--- src/rtl/mem_port_arbiter.sv ---
// mem_port_arbiter
//
// Shares one variable-latency memory port between the fetch stage (reads)
// and the memory stage (loads/stores). Only one access is outstanding at a
// time. The memory stage wins when both ask in the same cycle. A fetch
// response that a redirect flush has killed is dropped. The block also
// generates the pipeline freeze signals and a saturating stall counter.
//
// Ports
//   clk, rst_n         clock, synchronous active-low reset
//   if_req/if_addr     fetch request and address
//   if_valid/if_rdata  one-cycle fetch completion and instruction word
//   mem_req/mem_wr     memory-stage request, 1 = store
//   mem_addr/mem_wdata memory-stage address and store data
//   mem_done/mem_rdata one-cycle memory-stage completion and load data
//   flush              redirect; kills the in-flight fetch
//   stall_if           freeze PC and IF/ID
//   stall_mem          freeze the whole pipeline
//   m_en/m_wr          issue strobe and write enable to memory
//   m_addr/m_wdata     address and write data to memory
//   m_busy             memory cannot accept an issue this cycle
//   m_done/m_rdata     memory response / write-ack and read data
//   err                sticky protocol or alignment error
//   stall_cnt          saturating count of stalled cycles

module mem_port_arbiter #(
   parameter int unsigned ADDR_W = 16,
   parameter int unsigned DATA_W = 16,
   parameter int unsigned CNT_W  = 16
) (
   input  logic              clk,
   input  logic              rst_n,
   input  logic              if_req,
   input  logic [ADDR_W-1:0] if_addr,
   output logic              if_valid,
   output logic [DATA_W-1:0] if_rdata,
   input  logic              mem_req,
   input  logic              mem_wr,
   input  logic [ADDR_W-1:0] mem_addr,
   input  logic [DATA_W-1:0] mem_wdata,
   output logic              mem_done,
   output logic [DATA_W-1:0] mem_rdata,
   input  logic              flush,
   output logic              stall_if,
   output logic              stall_mem,
   output logic              m_en,
   output logic              m_wr,
   output logic [ADDR_W-1:0] m_addr,
   output logic [DATA_W-1:0] m_wdata,
   input  logic              m_busy,
   input  logic              m_done,
   input  logic [DATA_W-1:0] m_rdata,
   output logic              err,
   output logic [CNT_W-1:0]  stall_cnt
);

   typedef enum logic [1:0] {
      S_IDLE,
      S_IF_WAIT,
      S_MEM_WAIT,
      S_IF_DROP
   } state_t;

   state_t            r_state;
   logic              r_err;
   logic [CNT_W-1:0]  r_stall_cnt;

   logic w_idle;
   logic w_mem_grant;
   logic w_if_grant;
   logic w_mem_misalign;
   logic w_if_misalign;
   logic w_spurious_done;
   logic w_mem_done;
   logic w_if_valid;
   logic w_stall_any;

   // Grant and completion decode. The port handshake is combinational:
   // an issue appears in the same cycle as the request, and a completion
   // pulse appears in the same cycle as m_done. Nothing issues while reset
   // is asserted.
   always_comb begin
      w_idle          = (r_state == S_IDLE);
      w_mem_grant     = rst_n & w_idle & mem_req & ~mem_addr[0] & ~m_busy;
      w_if_grant      = rst_n & w_idle & ~mem_req & if_req & ~if_addr[0]
                        & ~m_busy & ~flush;
      w_mem_misalign  = w_idle & mem_req & mem_addr[0];
      w_if_misalign   = w_idle & ~mem_req & if_req & if_addr[0];
      w_spurious_done = w_idle & m_done;
      w_mem_done      = rst_n & (r_state == S_MEM_WAIT) & m_done;
      // A flush arriving with the response itself still kills it.
      w_if_valid      = rst_n & (r_state == S_IF_WAIT) & m_done & ~flush;
   end

   // Memory-side outputs are zero whenever nothing is issued.
   always_comb begin
      m_en    = w_mem_grant | w_if_grant;
      m_wr    = w_mem_grant & mem_wr;
      m_addr  = '0;
      m_wdata = '0;
      if (w_mem_grant) begin
         m_addr  = mem_addr;
         m_wdata = mem_wdata;
      end else if (w_if_grant) begin
         m_addr  = if_addr;
      end
   end

   // Pipeline-side outputs.
   always_comb begin
      mem_done  = w_mem_done;
      mem_rdata = w_mem_done ? m_rdata : '0;
      if_valid  = w_if_valid;
      if_rdata  = w_if_valid ? m_rdata : '0;
      stall_mem = mem_req & ~w_mem_done;
      stall_if  = (mem_req & ~w_mem_done) | (if_req & ~w_if_valid);
      w_stall_any = stall_if | stall_mem;
   end

   // Access-tracking state machine.
   always_ff @(posedge clk) begin
      if (!rst_n) begin
         r_state <= S_IDLE;
      end else begin
         unique case (r_state)
            S_IDLE: begin
               if (w_mem_grant) begin
                  r_state <= S_MEM_WAIT;
               end else if (w_if_grant) begin
                  r_state <= S_IF_WAIT;
               end
            end
            S_IF_WAIT: begin
               if (m_done) begin
                  r_state <= S_IDLE;
               end else if (flush) begin
                  r_state <= S_IF_DROP;
               end
            end
            S_MEM_WAIT: begin
               if (m_done) begin
                  r_state <= S_IDLE;
               end
            end
            S_IF_DROP: begin
               if (m_done) begin
                  r_state <= S_IDLE;
               end
            end
            default: r_state <= S_IDLE;
         endcase
      end
   end

   // Sticky error: a misaligned request or a response with nothing
   // outstanding. Only reset clears it.
   always_ff @(posedge clk) begin
      if (!rst_n) begin
         r_err <= 1'b0;
      end else if (w_mem_misalign | w_if_misalign | w_spurious_done) begin
         r_err <= 1'b1;
      end
   end

   // Saturating stall-cycle counter.
   always_ff @(posedge clk) begin
      if (!rst_n) begin
         r_stall_cnt <= '0;
      end else if (w_stall_any && (r_stall_cnt != '1)) begin
         r_stall_cnt <= r_stall_cnt + CNT_W'(1);
      end
   end

   assign err       = r_err;
   assign stall_cnt = r_stall_cnt;

endmodule

--- config.mk ---
export PLATFORM = sky130hd
export DESIGN_NAME = mem_port_arbiter
export DESIGN_NICKNAME = d
export VERILOG_FILES = /design/src/rtl/mem_port_arbiter.sv
export SDC_FILE = /design/constraint.sdc
export NUM_CORES = 1
export LEC_CHECK = 0
export BUFFER_PORTS_ARGS = -buffer_cell sky130_fd_sc_hd__buf_2
export CAP_MARGIN = 25
export CORE_ASPECT_RATIO = 1.4
export CORE_MARGIN = 2
export CORE_UTILIZATION = 39
export DETAILED_ROUTE_END_ITERATION = 7
export GPL_ROUTABILITY_DRIVEN = 1
export MAX_ROUTING_LAYER = met4
export PLACE_DENSITY = 0.95
export SETUP_SLACK_MARGIN = 0.3
export SYNTH_ARGS = -nofsm -noshare
export SYNTH_HDL_FRONTEND = slang
export SYNTH_SLANG_ARGS = --single-unit
--- constraint.sdc ---
create_clock -name clk -period 3 [get_ports clk]
set_input_delay 0.3 -clock clk [delete_from_list [all_inputs] [get_ports clk]]
set_output_delay 0.3 -clock clk [all_outputs]
set_load 0.01 [all_outputs]
# Word level (Yosys, flattened, before mapping)
# Cells that the tools add are included.
[word_totals]
ff_bits = 19
input_bits = 72
wordCells = 61
out_inout_bits = 87
[op_classes]
n_eq_ne = 7
reduce_logical = 4
bitwise = 35
add_sub_neg = 1
n_mux = 11
[ops]
columns = ["op", "count"]
rows = [
  ["$mux W16", 5],
  ["$and A1 B1 Y1", 23],
  ["$add A16 B1 Y16 const B", 1],
  ["$ne A16 B16 Y1 const B", 1],
  ["$mux W2", 5],
  ["$not A1 Y1", 7],
  ["$pmux W2 S3", 1],
  ["$or A1 B1 Y1", 5],
  ["$eq A2 B2 Y1 const B", 2],
  ["$ne A3 B1 Y1 const B", 1],
  ["$ne A3 B3 Y1 const B", 1],
  ["$reduce_and A3 Y1", 1],
  ["$eq A2 B1 Y1 const B", 1],
  ["$logic_not A2 Y1", 1],
  ["$ne A2 B1 Y1 const B", 1],
  ["$reduce_or A2 Y1", 1],
  ["$logic_and A1 B1 Y1", 1],
]

# Logic depth before layout (Yosys ltp)
# Gate-level depths: netlist of run 1.
[logic_depth]
ltp_word = 10
mapped_depth = 8
depth_no_buf = 6

# Least setup slack after synthesis of run 1
# OpenSTA, ideal clock, no wires.
[synth_path]
kind = "register -> register"
startpoint = "register r_stall_cnt[0] (netlist: stall_cnt[0])"
endpoint = "register r_stall_cnt[8] (netlist: stall_cnt[8])"
setup_ns = 0.071
period_less_slack_ns = 1.933
required_ns = 2.929
path_buffers = 2
path_stages_with_launch = 8
path_slack_ns = 1.067
arrival_time_ns = 1.862
cell_sequence = "dfxtp_1 -> ha_1 -> buf_2 -> and4_1 -> and4_1 -> clkbuf_1 -> or4_1 -> a21oi_1"
[synth_between]
elab_chain_len = 2
elab_cells_between_ends = 3
cone_classes = "add/sub (1); eq/ne (1); reduce/logical (1)"
[synth_lines]
columns = ["item", "line_no", "rtl"]
rows = [
  ["start: declaration", "66", "logic [CNT_W-1:0] r_stall_cnt;"],
  ["start signal: assignment", "170", "r_stall_cnt <= r_stall_cnt + CNT_W'(1);"],
  ["branches (longest 2 deep; another with $add A16 B1 Y16)", "--", ""],
]
# Several ways; the timed one is not identified.
# A chain may end at the register's enable or synchronous reset.

# Worst setup path after layout of run 1
[layout_path]
startpoint = "register r_state[0]"
endpoint = "output port stall_if"
[layout_between]
elab_chain_len = 7
elab_cells_between_ends = 12
cone_classes = "eq/ne (2); bitwise (10)"
[layout_lines]
columns = ["item", "line_no", "rtl"]
rows = [
  ["start: declaration", "64", "state_t r_state;"],
  ["start signal: assignment", "123", "r_state <= S_IDLE;"],
  ["start signal: assignment", "128", "r_state <= S_MEM_WAIT;"],
  ["start signal: assignment", "130", "r_state <= S_IF_WAIT;"],
  ["$eq A2 B1 Y1", "92", "w_if_valid = rst_n & (r_state == S_IF_WAIT) & m_done & ~flush;"],
  ["$and A1 B1 Y1 (3 in series)", "92", ""],
  ["$not A1 Y1", "116", "stall_if = (mem_req & ~w_mem_done) | (if_req & ~w_if_valid);"],
  ["$and A1 B1 Y1", "116", ""],
  ["$or A1 B1 Y1 *", "116", ""],
  ["end: declaration", "44", "output logic stall_if,"],
]
# Every way passes the cells marked *; elsewhere a longest branch is shown, timed or not.

==> results of run 1 <==
-- worst max-delay path: stages, from the launching register on --
cell     delay, ns
dfxtp_1       0.38
or2b_1        0.28
o31ai_2       0.42
and2_4        0.32
inv_1         0.05
buf_2         0.13
-- synthesized netlist by cell type, drive strengths merged --
library cell / instances
mux2i: 5
o21ai: 3
nand4: 3
and3b: 1
nor2: 8
o22ai: 1
and3: 1
a21o: 1
xnor2: 3
or2b: 1
dfxtp: 19
and4: 4
nand2: 12
nor3b: 2
conb: 1
ha: 1
nor4: 5
a22o: 15
o21a: 1
inv: 5
or2: 1
nand3: 9
nor3: 2
a211oi: 3
or4: 4
clkbuf: 8
and4b: 1
and2: 50
a21oi: 10
a21bo: 1
o31a: 1
buf: 5
or3: 1
nand3b: 2
nand2b: 7
o31ai: 5
-- area by class of cell --
type | count | area [sq um]
clock buffers | 4 | 45.0
fillers | 347 | 1480
inverters | 5 | 18.8
multi-input cells | 165 | 1100
flip-flops and latches | 19 | 380
well taps | 43 | 53.8
repair buffers | 160 | 808
-- state kept, by name, indices dropped and copies added, names as in the netlist --
register,flops
r_state,2
err,1
stall_cnt,16
-- worst max-delay path by stage --
stage | end | slack [ns] | cells past startpoint | startpoint
CTS | stall_if | 0.87 | 5 | r_state[0]
global route | m_addr[6] | 0.72 | 6 | r_state[1]
floorplan | stall_cnt[8] | 1.07 | 7 | stall_cnt[0]
finish | stall_if | 0.85 | 5 | r_state[0]
global placement | stall_if | 0.99 | 6 | rst_n
detailed placement | stall_if | 0.94 | 6 | rst_n
-- routing by layer --
metal	global-route usage, %	vias to the layer above	wire [um]
met3	5.86	7	705
met5	-	-	0
met4	5.35	0	54
li1	-	1018	-
met2	39.0	140	2830
met1	33.3	938	2350
-- per-stage QoR --
step                      utilization, %  total power, W
after floorplan                        -        0.000324
after global placement              60.7        0.000394
after detailed placement            60.7        0.000397
after CTS                           61.8        0.000577
after global routing                61.8        0.000609
final                               61.8        0.000579
-- power by group through the flow --
stage	combinational [W]	clock (W)	sequential, W
after floorplan	0.0000506	0	0.000273
after global placement	0.000123	0	0.000271
after detailed placement	0.000125	0	0.000272
after CTS	0.000126	0.000185	0.000266
after global routing	0.000140	0.000202	0.000267
final	0.000126	0.000187	0.000266
-- logic make-up after synthesis --
group           count (synthesis)  synth area share (%)
fa+ha+maj                       1                 0.799
simple gates                  114                  44.6
xor+xnor                        3                  1.68
other cells                     1                 0.240
flops                          19                  24.3
buf+inv                        18                  5.68
mux                             5                  3.20
compound gates                 41                  19.5
==> metrics, run 1 <==
Yosys warning count=0; Port-buffer cells=157; cells after synthesis=202; leakage=1.33 nW; post-route cell area=0.00240 sq mm; Reg-to-Reg Start=stall_cnt[0]; dpl cell area=0.00236 sq mm; Max Cap Violations=0; DRC Markers=0; period utilization=71.8%; worst ir drop on vdd=approximately 0.24 mV; NetSw=0.000164 W; combinational power share=21.8%; cells on worst reg2reg path=6; Longest Clk Path Bufs=2; total inserted antenna cells=0; Clock transition at path regs=0.08 ns; startpoint type of the worst setup path=flop; row count=27; clk_lat worst skew=~0.27 ns; Hold Startpoint=m_done; TritonCTS Buffers=3; Hold EP=r_state[1]; Total GRT Usage=between 20% and 30%; Vias/cell=around 5.3; IO Pins=159; Setup Fix Bufs, Post-CTS=0; setup TNS=0 ns; Placeable Area=0.00388 sq mm; Avg WL per Cell=15.0 um; Setup Crit Path Kind=reg2out; Final Setup Violations=0; sequential power share=45.8%; Hold Slack=0.392 ns; placed cell count=392; Seq cells post-synth=19; crit end category=primary output; commonest non-fill, non-tap cell in the layout=buf_2; worst reg-to-reg setup slack=0.98 ns; sequential fraction of the synthesis area=24.3%; DRT iter0 DRCs=117; CTS Hold Bufs=0; Sw Ratio=28.3%; commonest cells after routing, fill and taps aside=157 x buf_2, 49 x and2_1, 19 x dfxtp_1; fmax=0.464 GHz; antenna-violating nets left=0; outcome=completed; RSZ-0062 raised after global routing=false; Die Ht=between 70 and 80 um; Critical R2R Capture=stall_cnt[2]; critical-path maximum fanout=15; layout cells sized above 1=48.4%; min-delay worst type=in2reg; global-route wire length before repair=8790 um; antenna violations before repair=0; fin. max-slew vios=0; full die area=around 0.0045 sq mm; power share of the clock group=32.3%; Yosys top cell by area=dfxtp_1; crit path DAT=1.85 ns; ranking of synthesized cells by area=dfxtp_1 24%, and2_1 20%, a22o_1 8.4%; Internal Pwr Total=just over 0.0004 W; router iterations before antenna repair=4; Fin. Hold Viols=0; TritonCTS clock tree=yes; GR Overflow Total=0; P&R area growth vs syn=53.5%; P per Cell Area=241 mW/mm^2; Hold Path Cell Cnt=3; DP HPWL=4800 um; via count=2103; CTS Sinks=19; vias in the first global route=1789; final net count=427; syn nets=between 200 and 300; worst path required time=roughly 2.7 ns; Final min period=2.15 ns; fin worst setup slack=0.846 ns; Max Clock Skew=about 0.0048 ns; synthesized cell area=0.00157 sq mm; share of the synthesized area in the top cell type=24.3%; H-tree Lvls=1; WL final=5940 um; syn avg cell area=7.75 sq um; Initial Util=40.3%; Root Driver=clkbuf_8; largest net degree at the start of global routing=36; Non-Filler Instances=around 400; count of different cell masters after synthesis=44; Die W=57.5 um; Final Wtd Congestion=0.921; pre-CTS setup slack=0.940 ns; Post-CTS Resized=0
Power figures use the tool's default switching activity.
==> run 2, diff against run 1 <==
--- a/config.mk
+++ b/config.mk
@@ -9,11 +9,11 @@
 export CAP_MARGIN = 25
 export CORE_ASPECT_RATIO = 1.4
 export CORE_MARGIN = 2
-export CORE_UTILIZATION = 39
+export CORE_UTILIZATION = 32
 export DETAILED_ROUTE_END_ITERATION = 7
 export GPL_ROUTABILITY_DRIVEN = 1
 export MAX_ROUTING_LAYER = met4
-export PLACE_DENSITY = 0.95
+export PLACE_DENSITY = 0.84
 export SETUP_SLACK_MARGIN = 0.3
 export SYNTH_ARGS = -nofsm -noshare
 export SYNTH_HDL_FRONTEND = slang
==> constraint.sdc (replaced) <==
create_clock -name clk -period 1.98 [get_ports clk]
set_input_delay 0.198 -clock clk [delete_from_list [all_inputs] [get_ports clk]]
set_output_delay 0.198 -clock clk [all_outputs]
set_load 0.01 [all_outputs]
==> run 2 against run 1 <==
Net effect:
- sequential cell count unchanged
- non-clock buffer count increased by 20
- largest power group unchanged
- via count increased by 5.9%
- utilization increased by 3.0 points
- clock skew increased by 0.00062 ns
- critical endpoint is now m_wdata[7]
- final area increased by 29%
- sequential share of layout area decreased by 3.0 points
- register-to-register slack got worse by 0.81 ns
- clock power increased by 45%
- combinational power increased by 100%
- highest routed layer unchanged
- hold slack got worse by 0.17 ns
- sequential power increased by 52%
==> metrics, run 2 (synthesis results as in run 1) <==
router iterations before antenna repair=4 (unchanged); Setup Crit Path Kind=reg2out; cells on worst reg2reg path=6 (unchanged); H-tree Lvls=1 (unchanged); Vias/cell=5.07 (-4.5%); Hold Slack=0.224 ns (-0.168 ns); min-delay worst type=in2reg; fin worst setup slack=0.0581 ns (-0.788 ns); commonest cells after routing, fill and taps aside=128 x buf_2, 32 x buf_6, 30 x and2_1; placed cell count=416 (+6.1%); Total GRT Usage=22.9% (-2.3 points); DRC Markers=0 (unchanged); GR Overflow Total=0 (unchanged); TritonCTS clock tree=yes; RSZ-0062 raised after global routing=true; global-route wire length before repair=9560 um (+8.7%); Fin. Hold Viols=0 (unchanged); Non-Filler Instances=439 (+11%); fmax=0.520 GHz; final net count=448 (+4.9%); P&R area growth vs syn=97.5%; fin. max-slew vios=0 (unchanged); crit path DAT=1.72 ns (-0.13 ns); worst ir drop on vdd=0.208 mV (-12%); Root Driver=clkbuf_8; max reg flops=16 (unchanged); leakage=1.53 nW (+15%); DRT iter0 DRCs=221 (+89%); P per Cell Area=302 mW/mm^2 (+25%); Final Setup Violations=0 (unchanged); Hold Path Cell Cnt=3 (unchanged); commonest non-fill, non-tap cell in the layout=buf_2; period utilization=97.1%; Final Wtd Congestion=0.987 (+7.2%); full die area=0.00547 sq mm (+21%); Clock transition at path regs=0.07 ns (about the same); Max Cap Violations=0 (unchanged); Avg WL per Cell=17.1 um (+14%); antenna violations before repair=1 (+1); largest net degree at the start of global routing=19 (-47%); pre-CTS setup slack=0.247 ns (-0.694 ns); Total Power=0.000933 W (+61%); IO Pins=159 (unchanged); fin util=64.9% (+3.0 points); outcome=completed; Initial Util=32.8% (-7.5 points); Die Ht=86.8 um (+9.9%); Die W=63.1 um (+9.7%); critical-path maximum fanout=17 (+2); DP HPWL=4900 um (+2.2%); Placeable Area=0.00477 sq mm (+23%); worst path required time=1.78 ns (-0.92 ns); row count=30 (+11%); vias in the first global route=1970 (+10%); TritonCTS Buffers=3 (unchanged); filler cell count in the final layout=393 (+13%); layout cells sized above 1=65.2% (+17 points); Longest Clk Path Bufs=2 (unchanged); Max Clock Skew=0.00542 ns (+0.000624 ns); Port-buffer cells=157 (unchanged); antenna-violating nets left=0 (unchanged); WL final=7490 um (+26%); Final min period=roughly 1.9 ns; Slew HR=66.5%; CTS Sinks=19 (unchanged); via count=2227 (+5.9%); crit end category=primary output; clk_lat worst skew=0.26 ns (about the same); startpoint type of the worst setup path=flop; Least-Margin Pin Slew=0.502 ns
-- run 2: cell count changes in the layout (fill, tap and decap cells not counted), moves of 4 or more --
cell and change:
a21oi_2 +4, and2_4 +20, nor4_4 +4, buf_4 +14, a21oi_1 -5, dfxtp_1 -6, and2_1 -19, or4_4 +4
or4_1 -4, dfxtp_4 +4, buf_6 +32, buf_2 -29
-- run 2: metal layers --
metal	global-route usage, %	routed length, um
met1	28.9	2880
met2	36.1	3800
met3	4.94	715
met4	7.88	93
met5	-	0
-- run 2: final timing paths --
check	startpoint	to	slack, ns
min reg2reg	err	err	0.49
max reg2reg	r_state[1]	stall_cnt[15]	0.17
max	r_state[1]	m_wdata[7]	0.06
min	rst_n	r_state[1]	0.22
-- run 2: final cells by class --
class	count	area [sq um]	area share (%)
flip-flops and latches	19	398	12.9
inverters	5	18.8	0.607
well taps	64	80.1	2.59
diodes	1	2.50	0.0809
multi-input cells	166	1350	43.5
repair buffers	180	1200	38.9
clock buffers	4	45.0	1.46
-- run 2: power breakdown --
group          total (W)  internal [W]  switching, W  leakage (nW)
logic           0.000257      0.000132      0.000125          1.35
clock network   0.000272      0.000143      0.000129        0.0228
registers       0.000404      0.000390     0.0000141         0.158
-- run 2: worst max-delay path, stage by stage, from the launching register on --
cell      delay [ns]
dfxtp_4         0.36
nor2_4          0.11
nand3b_1        0.18
nor3b_4         0.26
buf_4           0.17
buf_16          0.13
and2_1          0.14
buf_2           0.13
-- run 2: timing repair --
action,in CTS,in global routing
buffers inserted,8,4
setup endpoints to repair,61,81
hold buffers,0,0
cloned,4,2
pin swaps,12,21
resized for setup,24,82
-- run 2: metrics by stage --
step	TNS, ns	cell area [sq um]
final	0	3090
after global routing	-0.00631	3090
after CTS	0	2690
after global placement	0	2450
after floorplan	0	1620
after detailed placement	0	2450
